[src/rtl/logic_seq_pkg.sv]
// rtl/logic_seq_pkg.sv - shared types and helpers for the logic-op command sequencer
//
// Purpose: operation and FSM encodings, the queued command record, and the
//          op-to-select decoder.

package logic_seq_pkg;

    typedef enum logic [1:0] {
        OP_NAND = 2'd0,
        OP_NOR  = 2'd1,
        OP_XOR  = 2'd2,
        OP_XNOR = 2'd3
    } op_e;

    typedef enum logic [1:0] {
        IDLE   = 2'd0,
        DRIVE  = 2'd1,
        RESULT = 2'd2
    } state_e;

    typedef struct packed {
        op_e  op;
        logic a;
        logic b;
    } cmd_t;

    // One-hot select for the logic unit: bit position equals the op code.
    function automatic logic [3:0] op2sel(input op_e op);
        return 4'b0001 << op;
    endfunction

endpackage

[src/rtl/logic_cmd_fifo.sv]
// rtl/logic_cmd_fifo.sv - synchronous command FIFO without fall-through
//
// Purpose: holds queued cmd_t entries between the upstream handshake and the FSM.
// Ports:
//   clk, rst_n          clock, asynchronous active-low reset
//   push_i, wdata_i     write strobe and entry (ignored when full)
//   pop_i               read strobe (ignored when empty)
//   rdata_o             head entry, valid while !empty_o
//   full_o, empty_o     occupancy flags

module logic_cmd_fifo
    import logic_seq_pkg::*;
#(
    parameter int DEPTH = 4
) (
    input  logic clk,
    input  logic rst_n,
    input  logic push_i,
    input  cmd_t wdata_i,
    input  logic pop_i,
    output cmd_t rdata_o,
    output logic full_o,
    output logic empty_o
);

    localparam int AW = $clog2(DEPTH);

    // Pointers carry one extra wrap bit so full and empty are distinguishable.
    logic [AW:0] wr_ptr_q, wr_ptr_d;
    logic [AW:0] rd_ptr_q, rd_ptr_d;
    cmd_t        mem_q [DEPTH];

    logic do_push;
    logic do_pop;

    assign full_o  = (wr_ptr_q[AW] != rd_ptr_q[AW]) &&
                     (wr_ptr_q[AW-1:0] == rd_ptr_q[AW-1:0]);
    assign empty_o = (wr_ptr_q == rd_ptr_q);
    assign do_push = push_i && !full_o;
    assign do_pop  = pop_i && !empty_o;
    assign rdata_o = mem_q[rd_ptr_q[AW-1:0]];

    always_comb begin
        wr_ptr_d = wr_ptr_q;
        rd_ptr_d = rd_ptr_q;
        if (do_push) wr_ptr_d = wr_ptr_q + (AW+1)'(1);
        if (do_pop)  rd_ptr_d = rd_ptr_q + (AW+1)'(1);
    end

    always_ff @(posedge clk or negedge rst_n) begin
        if (!rst_n) begin
            wr_ptr_q <= '0;
            rd_ptr_q <= '0;
        end else begin
            wr_ptr_q <= wr_ptr_d;
            rd_ptr_q <= rd_ptr_d;
        end
    end

    // Storage needs no reset: entries are only visible between the pointers.
    always_ff @(posedge clk) begin
        if (do_push) mem_q[wr_ptr_q[AW-1:0]] <= wdata_i;
    end

endmodule

[src/rtl/logic_op_sequencer.sv]
// rtl/logic_op_sequencer.sv - issues queued logic commands to a one-hot-select logic unit
//
// Purpose: buffers {op,a,b} commands, drives A/B/Sel for one cycle per command,
//          captures Y and presents it downstream with backpressure.
// Ports:
//   clk, rst_n                      clock, asynchronous active-low reset
//   in_valid/in_ready/in_op/a/b     command handshake (in_ready = FIFO not full)
//   A, B, Sel                       registered operands and one-hot select
//   Y                               logic-unit result (combinational from A/B/Sel)
//   res_valid/res_ready/res_y/op    result handshake
//   ops_done                        wrapping count of accepted results

module logic_op_sequencer
    import logic_seq_pkg::*;
#(
    parameter int DEPTH = 4,
    parameter int CNT_W = 16
) (
    input  logic             clk,
    input  logic             rst_n,
    input  logic             in_valid,
    output logic             in_ready,
    input  logic [1:0]       in_op,
    input  logic             in_a,
    input  logic             in_b,
    output logic             A,
    output logic             B,
    output logic [3:0]       Sel,
    input  logic             Y,
    output logic             res_valid,
    input  logic             res_ready,
    output logic             res_y,
    output logic [1:0]       res_op,
    output logic [CNT_W-1:0] ops_done
);

    state_e           state_q, state_d;
    logic             a_q, a_d;
    logic             b_q, b_d;
    logic [3:0]       sel_q, sel_d;
    op_e              op_q, op_d;
    logic             res_valid_q, res_valid_d;
    logic             res_y_q, res_y_d;
    op_e              res_op_q, res_op_d;
    logic [CNT_W-1:0] ops_done_q, ops_done_d;

    logic fifo_full;
    logic fifo_empty;
    logic pop;
    cmd_t head;
    cmd_t in_cmd;

    assign in_cmd = '{op: op_e'(in_op), a: in_a, b: in_b};

    logic_cmd_fifo #(.DEPTH(DEPTH)) u_fifo (
        .clk     (clk),
        .rst_n   (rst_n),
        .push_i  (in_valid),
        .wdata_i (in_cmd),
        .pop_i   (pop),
        .rdata_o (head),
        .full_o  (fifo_full),
        .empty_o (fifo_empty)
    );

    // Deliberately independent of pop: a same-cycle pop never frees a slot early.
    assign in_ready = !fifo_full;

    always_comb begin
        state_d     = state_q;
        a_d         = a_q;
        b_d         = b_q;
        sel_d       = sel_q;
        op_d        = op_q;
        res_valid_d = res_valid_q;
        res_y_d     = res_y_q;
        res_op_d    = res_op_q;
        ops_done_d  = ops_done_q;
        pop         = 1'b0;

        case (state_q)
            IDLE: begin
                if (!fifo_empty) begin
                    pop     = 1'b1;
                    a_d     = head.a;
                    b_d     = head.b;
                    sel_d   = op2sel(head.op);
                    op_d    = head.op;
                    state_d = DRIVE;
                end
            end
            DRIVE: begin
                // Sel is live this cycle only, so Y is sampled here.
                res_y_d     = Y;
                res_op_d    = op_q;
                res_valid_d = 1'b1;
                a_d         = 1'b0;
                b_d         = 1'b0;
                sel_d       = 4'b0000;
                state_d     = RESULT;
            end
            RESULT: begin
                if (res_ready) begin
                    ops_done_d  = ops_done_q + CNT_W'(1);
                    res_valid_d = 1'b0;
                    if (!fifo_empty) begin
                        pop     = 1'b1;
                        a_d     = head.a;
                        b_d     = head.b;
                        sel_d   = op2sel(head.op);
                        op_d    = head.op;
                        state_d = DRIVE;
                    end else begin
                        state_d = IDLE;
                    end
                end
            end
            default: state_d = IDLE;
        endcase
    end

    always_ff @(posedge clk or negedge rst_n) begin
        if (!rst_n) begin
            state_q     <= IDLE;
            a_q         <= 1'b0;
            b_q         <= 1'b0;
            sel_q       <= 4'b0000;
            op_q        <= OP_NAND;
            res_valid_q <= 1'b0;
            res_y_q     <= 1'b0;
            res_op_q    <= OP_NAND;
            ops_done_q  <= '0;
        end else begin
            state_q     <= state_d;
            a_q         <= a_d;
            b_q         <= b_d;
            sel_q       <= sel_d;
            op_q        <= op_d;
            res_valid_q <= res_valid_d;
            res_y_q     <= res_y_d;
            res_op_q    <= res_op_d;
            ops_done_q  <= ops_done_d;
        end
    end

    assign A         = a_q;
    assign B         = b_q;
    assign Sel       = sel_q;
    assign res_valid = res_valid_q;
    assign res_y     = res_y_q;
    assign res_op    = res_op_q;
    assign ops_done  = ops_done_q;

endmodule

[config.mk]
export PLATFORM = sky130hd
export DESIGN_NAME = logic_op_sequencer
export DESIGN_NICKNAME = d
export VERILOG_FILES = /design/src/rtl/logic_seq_pkg.sv /design/src/rtl/logic_cmd_fifo.sv /design/src/rtl/logic_op_sequencer.sv
export SDC_FILE = /design/constraint.sdc
export NUM_CORES = 1
export LEC_CHECK = 0
export ABC_CLOCK_PERIOD_IN_PS = 2610
export CAP_MARGIN = 20
export CELL_PAD_IN_SITES_DETAIL_PLACEMENT = 1
export CELL_PAD_IN_SITES_GLOBAL_PLACEMENT = 2
export CORE_ASPECT_RATIO = 1.5
export CORE_MARGIN = 5
export CORE_UTILIZATION = 39
export CTS_CLUSTER_SIZE = 20
export DETAILED_ROUTE_END_ITERATION = 10
export PLACE_DENSITY = 0.9
export SYNTH_ARGS = -nofsm -noshare
export SYNTH_HDL_FRONTEND = slang
export SYNTH_SLANG_ARGS = --single-unit
[constraint.sdc]
create_clock -name clk -period 2.61 [get_ports clk]
set_input_delay 0.3915 -clock clk [delete_from_list [all_inputs] [get_ports clk]]
set_output_delay 0.3915 -clock clk [all_outputs]
set_load 0.005 [all_outputs]
* After elaboration in Yosys (flattened, before gate mapping) *
Memories as Yosys holds them, arrays and structs flattened.
Cells that the tools add are included.

operators by class
  add/subtract/negate cells = 3
  $mul = 0
  divide/modulo/power cells = 0
  order comparisons = 0
  equality and inequality tests = 7
  shift-type cells = 1
  mux-type cells = 23
  bitwise operators = 0
  reductions and logical operators = 14

operator list
  kind                                             count
  adder 16 x 1 -> 16 bit, second input constant    1
  one-hot mux 4 bit (3 select lines)               1
  2-to-1 mux 1 bit                                 10
  AND reduction 2 bit                              5
  2-to-1 mux 2 bit                                 4
  2-to-1 mux 4 bit                                 2
  adder 3 x 1 -> 3 bit, second input constant      2
  one-hot mux 1 bit (3 select lines)               2
  one-hot mux 2 bit (3 select lines)               1
  != test 2 bit, second input constant             2
  one-hot mux 1 bit (2 select lines)               2
  one-hot mux 2 bit (2 select lines)               1
  nonzero test 2 bit                               2
  left shift 1 x 2 -> 4 bit, first input constant  1
  == test 3 bit                                    1
  logical AND 1 bit                                3
  nonzero test 3 bit                               1
  == test 2 x 1 -> 1 bit, second input constant    1
  == test 2 bit                                    1
  == test 2 bit, second input constant             1
  logical NOT 1 bit                                2
  logical NOT 2 bit                                1
  != test 1 bit                                    1

storage, ports and cells
  register bits = 36
  latch bits = 0
  bits in writable memories = 16
  ROM bits = 0
  output and inout bits = 27
  word-level logic and storage cells = 60
  memories = 1

memories
  memory        depth  bits a word  rd ports  clocked after Yosys merged registers in  write ports  RTL line              text
  u_fifo.mem_q  4      4            1         0                                        1            logic_cmd_fifo.sv:31  cmd_t mem_q [DEPTH];

* Depth between registers and ports, before layout *
Gate-level depths: netlist of the first run.

  depth after elaboration = 6
  gate-level depth with buffers = 6
  gate-level depth less buffers = 5

* Cells and area by module *
Synthesis of the first run repeated with hierarchy kept, for this count alone.

unflattened totals
  cell total of the unflattened synthesis = 183
  area, all modules = 2417.3 um2

by module, submodules not included
  module              times used  cells an instance  area an instance (um2)
  logic_op_sequencer  1           113                1312.5
  logic_cmd_fifo      1           70                 1104.8

* Worst setup path after synthesis of the first run *
OpenSTA, ideal clock, no wires.

  kind = register -> register
  from = register u_fifo.rd_ptr_q[0]
  to = register op_q[0]
  data arrival time = 1496 ps
  required time = 2485 ps
  path slack = 989 ps
  stages on the path, launching flop included = 5
  buffers on the path = 1
  clock period less this slack = 1621 ps
  cells stage by stage = dfrtp_1 > buf_4 > xnor2_1 > a311oi_4 > mux2_2

on the way
  word-level cells in the longest chain between the ends = 4

RTL lines
  what                                                        RTL line                                             text
  from (decl)                                                 logic_cmd_fifo.sv:30                                 logic [AW:0] rd_ptr_q, rd_ptr_d;
  from (signal assigned)                                      logic_cmd_fifo.sv:56                                 rd_ptr_q <= rd_ptr_d;
  memory (4 x 4 bit) / == test 3 bit (equally long branches)  n/a
  2-to-1 mux 2 bit (*)                                        logic_op_sequencer.sv:83, logic_op_sequencer.sv:106
  2-to-1 mux 2 bit                                            logic_op_sequencer.sv:103                            if (res_ready) begin
  one-hot mux 2 bit (2 select lines) (*)                      logic_op_sequencer.sv:81                             case (state_q)
  to (signal assigned)                                        logic_op_sequencer.sv:138                            op_q <= op_d;
  to (decl)                                                   logic_op_sequencer.sv:41                             op_e op_q, op_d;

Every way passes the cells marked *; elsewhere a longest branch is shown, timed or not. The select of a mux whose other input is x is not followed.
A chain may end at the register's enable or synchronous reset.

* Worst setup path in the final report of the first run *
  from = register u_fifo.rd_ptr_q[0]
  to = output port in_ready

on the way
  word-level cells in the longest chain between the ends = 3

RTL lines
  what               RTL line                  text
  == test 2 bit      logic_cmd_fifo.sv:37      (wr_ptr_q[AW-1:0] == rd_ptr_q[AW-1:0]);
  logical AND 1 bit  logic_cmd_fifo.sv:36      assign full_o = (wr_ptr_q[AW] != rd_ptr_q[AW]) &&
  logical NOT 1 bit  logic_op_sequencer.sv:67  assign in_ready = !fifo_full;
  to (decl)          logic_op_sequencer.sv:22  output logic in_ready,

No other way between the ends.

==> results of run 1 <==
## power by group through the flow
stage | clock network (mW) | registers (mW) | logic, mW
after floorplan | 0 | 1.24 | 0.711
after global placement | 0 | 1.27 | 0.998
after detailed placement | 0 | 1.30 | 1.06
after CTS | 0.568 | 1.28 | 1.07
after global routing | 0.604 | 1.31 | 1.17
final | 0.551 | 1.27 | 1.04
## path summary, 6_finish.rpt
check | start | depth (start not counted) | to | slack (ns)
min in group asynchronous | rst_n | 2 | ops_done[9]$_DFFE_PN0P_ | 0.51
worst max register to register | u_fifo.rd_ptr_q[0]$_DFFE_PN0P_ | 3 | u_fifo.rd_ptr_q[1]$_DFFE_PN0P_ | 0.74
worst min-delay path | ops_done[15]$_DFFE_PN0P_ | 1 | ops_done[15]$_DFFE_PN0P_ | 0.48
max in group asynchronous | rst_n | 2 | ops_done[2]$_DFFE_PN0P_ | 1.77
worst min register to register | ops_done[15]$_DFFE_PN0P_ | 1 | ops_done[15]$_DFFE_PN0P_ | 0.48
worst max-delay path | u_fifo.rd_ptr_q[0]$_DFFE_PN0P_ | 3 | in_ready | 0.30
## cell type report
| type | count | area [µm²] |
|---|---|---|
| Clock buffer | 5 | 68.82 |
| Multi-Input combinational cell | 104 | 805.8 |
| Clock inverter | 3 | 46.29 |
| Timing Repair Buffer | 37 | 365.4 |
| Sequential cell | 52 | 1381 |
| Fill cell | 581 | 2729 |
| Tap cell | 70 | 87.58 |
| Inverter | 2 | 7.507 |
## metal layers
metal,vias to the layer above,GRT usage [%],part of all wire [%]
li1,645,-,-
met1,671,14.52,39
met2,29,23.23,55
met3,8,2.559,3.7
met4,0,5.644,2.0
met5,-,0,0
## sequential cells by signal, indices dropped and copies added (netlist names)
register         flops
res_y                1
ops_done            16
res_valid            1
res_op               2
u_fifo.rd_ptr_q      3
u_fifo.wr_ptr_q      3
Sel                  4
u_fifo.mem_q        16
op_q                 2
A                    1
state_q              2
B                    1
## stage by stage
step | util [%] | total power [mW]
2_1_floorplan | - | 1.950
3_3_place_gp | 48.21 | 2.272
3_5_place_dp | 48.21 | 2.358
4_1_cts | 50.31 | 2.919
5_1_grt | 50.31 | 3.089
6_report | 50.31 | 2.863
## placed cells by master (no fill, tap or decap), types with 2 or more instances in the layout
cell type	netlist	final
nand3_1	7	7
inv_1	2	2
a21oi_1	3	3
nand2_1	19	19
nand2b_1	5	5
clkbuf_8	0	5
edfxtp_1	16	16
clkdlybuf4s50_1	0	35
xor2_1	8	8
buf_4	1	2
mux4_1	4	4
ha_1	6	6
and4_1	2	2
xnor2_1	14	14
dfrtp_1	36	36
and3_1	7	7
nor2b_1	2	2
mux2_2	5	5
nand3b_1	3	3
nand4_1	3	3
nor3_1	2	2
o21ai_0	3	3
and2_1	2	2
nor2_1	5	5
## logic make-up after synthesis
| kind of cell | synth area share [%] |
|---|---|
| xor gates and xnor gates | 8.671 |
| and+or+nand+nor | 13.96 |
| DFF | 62.16 |
| buffers and inverters | 1.576 |
| adders and majority gates | 3.378 |
| AOI/OAI and AO/OA | 2.534 |
| muxes | 7.714 |
==> metrics.csv, run 1 <==
metric,value,unit
Post-Syn Instances,162,
drt wl/cell,15.29,µm
"EDFF count, synth",16,
Antenna diodes,0,
"flops & latches, synth",52,
first-pass GRT wire length,7314,µm
sequential area share after synthesis,62.16,%
CTS Hold Bufs,0,
critical path buffer and inverter count,1,
DRC,0,
"Slew Viols, Final",0,
post-route insts no fill,273,
Initial Util,40.46,%
Area growth syn-to-layout,24.32,%
placed insts,265,
Core ar.,5492,µm²
Post-CTS Setup Inserts,0,
CP Max Fanout,7,
Placed Area,2648,µm²
"Cell Area, Synth",2222,µm²
Port Buffers,35,
top-count cell post-synth,dfrtp_1,
crit path capture type,primary output,
Post-Syn Area per Cell,13.72,µm²
"area leader, netlist",dfrtp_1,
total number of yosys warnings,0,
PD cells,1036,nW/µm²
RSZ-0062 raised after global routing,no,
row count,33,
Min Hold Slack,0.4769,ns
Synth Net Count,177,
Detailed Place HPWL,3221,µm
Post-synth ARST share,69.23,%
status,completed,
Slew headroom,60.29,%
nets,217,
Ports,36,
CTS Root Cell,clkbuf_8,
pin slew with the least headroom to its limit,0.5957,ns
top post-synthesis cells by count,"dfrtp_1 (36), nand2_1 (19), edfxtp_1 (16), xnor2_1 (14), xor2_1 (8)",
Final Hold Viols,0,
critical path startpoint category,register,
synth unique cells,29,
Comb power frac,36.3,%
class of the worst hold path,reg2reg,
setup violators final,0,
vias in the first global route,1497,
Crit path largest cell delay,0.52,ns
Internal,1.935,mW
Tot GR Track Use,12.85,%
synth top area cells,"dfrtp_1 (41%), edfxtp_1 (22%), xnor2_1 (5.5%)",
die width,71.63,µm
Final Skew,0.006983,ns
fin worst setup slack,0.3043,ns
share of the synthesized area in the top cell type,40.54,%
DRT antenna net count,0,
"Top FF cell, synth",dfrtp_1,
"delay-heaviest family, CP",buffers and inverters,
CTS resizes,0,
die area,7338,µm²
initial antenna violation count,0,
CP Class,reg2out,
sw frac,32.41,%
"Critical Path, Cell by Cell","xnor2_1, nand3b_1, clkdlybuf4s50_1",
fmax,433.7,MHz
Num CTS Buffers,5,
total leakage power,1.161,nW
Peak VDD IR,0.5659,mV
clk sinks,52,
Critical Path AT,1.91,ns
vias per inst,4.956,
CP max-delay cell,clkdlybuf4s50_1,
post-place setup slack,0.4942,ns
GP Congestion,0.6776,
Congestion Overflow GR,0,
"Req. time, crit path",2.22,ns
Total Neg Setup Slack,0,ns
largest net degree at the start of global routing,37,
sequential share of power,44.4,%
Final Cycle Share,88.34,%
CTS H-tree lvls,2,
number of DRC markers in iteration 0,57,
Final Cell Area,2763,µm²
Clock Pin Slew Worst Setup and Hold Paths,0.10,ns
ratio of cells with drive above 1 in the final layout,7.882,%
Skew-Pair Late Insertion Delay,0.30,ns
clock power share,19.2,%
Tmin final,2.306,ns
Sw Pwr,0.9280,mW
clock buffer depth,2,
Max-Cap Viols,0,
CTS tree,built,
aggregate routed wire length,4173,µm
drt first pass iters,4,
Die Ht,102.5,µm
vias,1353,
No activity file was read; power rests on OpenSTA's default activity.
==> run 2, diff against run 1 <==
Settings changed: CTS_BUF_LIST set to sky130_fd_sc_hd__clkbuf_16, CTS_CLUSTER_SIZE 20 to 8, GPL_ROUTABILITY_DRIVEN set to 0.
==> run 2 against run 1 <==
  * Setup slack better by 0.0076 ns
  * First-iteration DRC count is 28% lower
  * Sequential share of layout area is 1.0 points lower
  * Non-clock buffer count stayed put
  * Clock skew is 0.0013 ns lower
  * Maximum frequency is 0.33% higher
  * Combinational power hardly changed
  * Clock power is 35% higher
  * Register-to-register slack hardly changed
  * Flip-flop and latch count stayed put
  * Via count is 0.81% higher
  * Count of clock-buffer cells in the layout stayed put
==> metrics.csv, run 2 (synthesized netlist as in run 1, its figures left out) <==
metric,value,unit,change
status,completed,,
Tot GR Track Use,13.18,%,+0.33 points
vias,1364,,+0.81%
Reg2Reg Launch Point,u_fifo.rd_ptr_q[0]$_DFFE_PN0P_,,
R2R depth,3,,unchanged
first-pass GRT wire length,7486,µm,+2.4%
Final Skew,0.005721,ns,-0.001262 ns
initial antenna violation count,0,,unchanged
Comb power frac,34.2,%,-2.1 points
aggregate routed wire length,4276,µm,+2.5%
reg-to-reg setup timing slack,0.74,ns,about the same
Tmin final,2.298,ns,-0.007584 ns
Hold Crit Start,op_q[1]$_DFFE_PN0P_,,
total leakage power,1.187,nW,+2.2%
sequential share of power,41.6,%,-2.8 points
Sw Pwr,0.9625,mW,+3.7%
Max-Cap Viols,0,,unchanged
nets,217,,unchanged
CTS resizes,0,,unchanged
vias per inst,4.996,,+0.81%
DRC,0,,unchanged
sw frac,31.39,%,-1.0 points
die width,71.63,µm,unchanged
pin slew with the least headroom to its limit,0.6065,ns,+0.01081 ns
crit path capture type,primary output,,
largest net degree at the start of global routing,37,,unchanged
Total Neg Setup Slack,0,ns,unchanged
Post-CTS Setup Inserts,0,,unchanged
Min-Delay Path Depth,2,,+1
Die Ht,102.5,µm,unchanged
Num CTS Buffers,5,,unchanged
vias in the first global route,1520,,+1.5%
"Slew Viols, Final",0,,unchanged
number of DRC markers in iteration 0,41,,-28%
Area growth syn-to-layout,26.86,%,
PD cells,1088,nW/µm²,+4.9%
fmax,435.1,MHz,+0.33%
Slew headroom,59.57,%,-0.72 points
drt wl/cell,15.66,µm,+2.5%
setup violators final,0,,unchanged
Antenna diodes,0,,unchanged
CTS H-tree lvls,2,,unchanged
row count,33,,unchanged
Worst Hold Path EP,res_op[1]$_DFFE_PN0P_,,
Port Buffers,35,,unchanged
"Req. time, crit path",2.22,ns,about the same
class of the worst hold path,reg2reg,,
CTS Root Cell,clkbuf_16,,
Clock Pin Slew Worst Setup and Hold Paths,0.07,ns,-0.03 ns
Worst R2R End,u_fifo.rd_ptr_q[1]$_DFFE_PN0P_,,
Detailed Place HPWL,3221,µm,unchanged
Peak VDD IR,0.5300,mV,-6.3%
Skew-Pair Late Insertion Delay,0.29,ns,about the same
Critical Path AT,1.91,ns,about the same
drt first pass iters,4,,unchanged
CTS Hold Bufs,0,,unchanged
Ports,36,,unchanged
clk sinks,52,,unchanged
fillers,574,,-1.2%
DRT antenna net count,0,,unchanged
critical path startpoint category,register,,
clock power share,24.2,%,+5.0 points
RSZ-0062 raised after global routing,no,,
die area,7338,µm²,unchanged
Core ar.,5492,µm²,unchanged
CTS tree,built,,
Final Cycle Share,88.05,%,-0.29 points
Final Hold Viols,0,,unchanged
"most common cell after layout, fill and taps aside",dfrtp_1,,
Congestion Overflow GR,0,,unchanged
"commonest non-fill, non-tap cells in the layout","dfrtp_1 (36), clkdlybuf4s50_1 (35), nand2_1 (19)",,
CP Max Fanout,7,,unchanged
Final Util,51.33,%,+1.0 points
CP Class,reg2out,,
Initial Util,40.46,%,unchanged
ratio of cells with drive above 1 in the final layout,7.882,%,unchanged
clock buffer depth,2,,unchanged
Internal,2.104,mW,+8.7%
[run 2: through the flow]
stage / cell area (µm²) / setup slack [ns] / cells / hold WS (ns) / power (mW)
2_1_floorplan: 2222 / 0.9890 / 162 / 0.09591 / 1.950
3_3_place_gp: 2648 / 0.5484 / 265 / 0.4590 / 2.272
3_5_place_dp: 2648 / 0.4942 / 265 / 0.4654 / 2.358
4_1_cts: 2819 / 0.3035 / 273 / 0.4797 / 3.112
5_1_grt: 2819 / 0.2009 / 273 / 0.4976 / 3.289
6_report: 2819 / 0.3119 / 273 / 0.4741 / 3.066
[run 2: cell type report]
type                    instances  area, µm²  area share, %
multi-input cells             104      805.8          28.58
well taps                      70      87.58          3.107
clock inverters                 3      46.29          1.642
flip-flops and latches         52       1381          49.00
clock buffers                   5      125.1          4.439
inverters                       2      7.507         0.2663
repair buffers                 37      365.4          12.96
[run 2: metal layers]
layer | global-route usage, % | routed length, µm | up-vias | part of all wire, %
met5 | 0 | 0 | - | 0
met4 | 5.210 | 44 | 0 | 1.0
met3 | 2.559 | 156 | 4 | 3.6
met2 | 24.58 | 2393 | 28 | 56
met1 | 14.52 | 1681 | 687 | 39
li1 | - | - | 645 | -
[run 2: power by group through the flow]
stage          Sequential, mW  Combinational [mW]  Clock (mW)
2_1_floorplan            1.24               0.711           0
3_3_place_gp             1.27               0.998           0
3_5_place_dp             1.30                1.06           0
4_1_cts                  1.28                1.07       0.754
5_1_grt                  1.31                1.19       0.790
6_report                 1.28                1.05       0.743
[run 2: critical path, cell delays in order (launching register included)]
cell and delay [ns]:
dfrtp_1 0.50, xnor2_1 0.35, nand3b_1 0.25, clkdlybuf4s50_1 0.52
[run 2: worst max-delay path by stage]
stage,slack (ns),cells past startpoint,endpoint,startpoint
after floorplan,0.99,4,op_q[0]$_DFFE_PN0P_,u_fifo.rd_ptr_q[0]$_DFFE_PN0P_
after global placement,0.55,4,op_q[0]$_DFFE_PN0P_,res_ready
after detailed placement,0.49,5,ops_done[13]$_DFFE_PN0P_,res_ready
after CTS,0.30,3,in_ready,u_fifo.rd_ptr_q[0]$_DFFE_PN0P_
after global routing,0.20,3,in_ready,u_fifo.rd_ptr_q[0]$_DFFE_PN0P_
final,0.31,3,in_ready,u_fifo.rd_ptr_q[0]$_DFFE_PN0P_
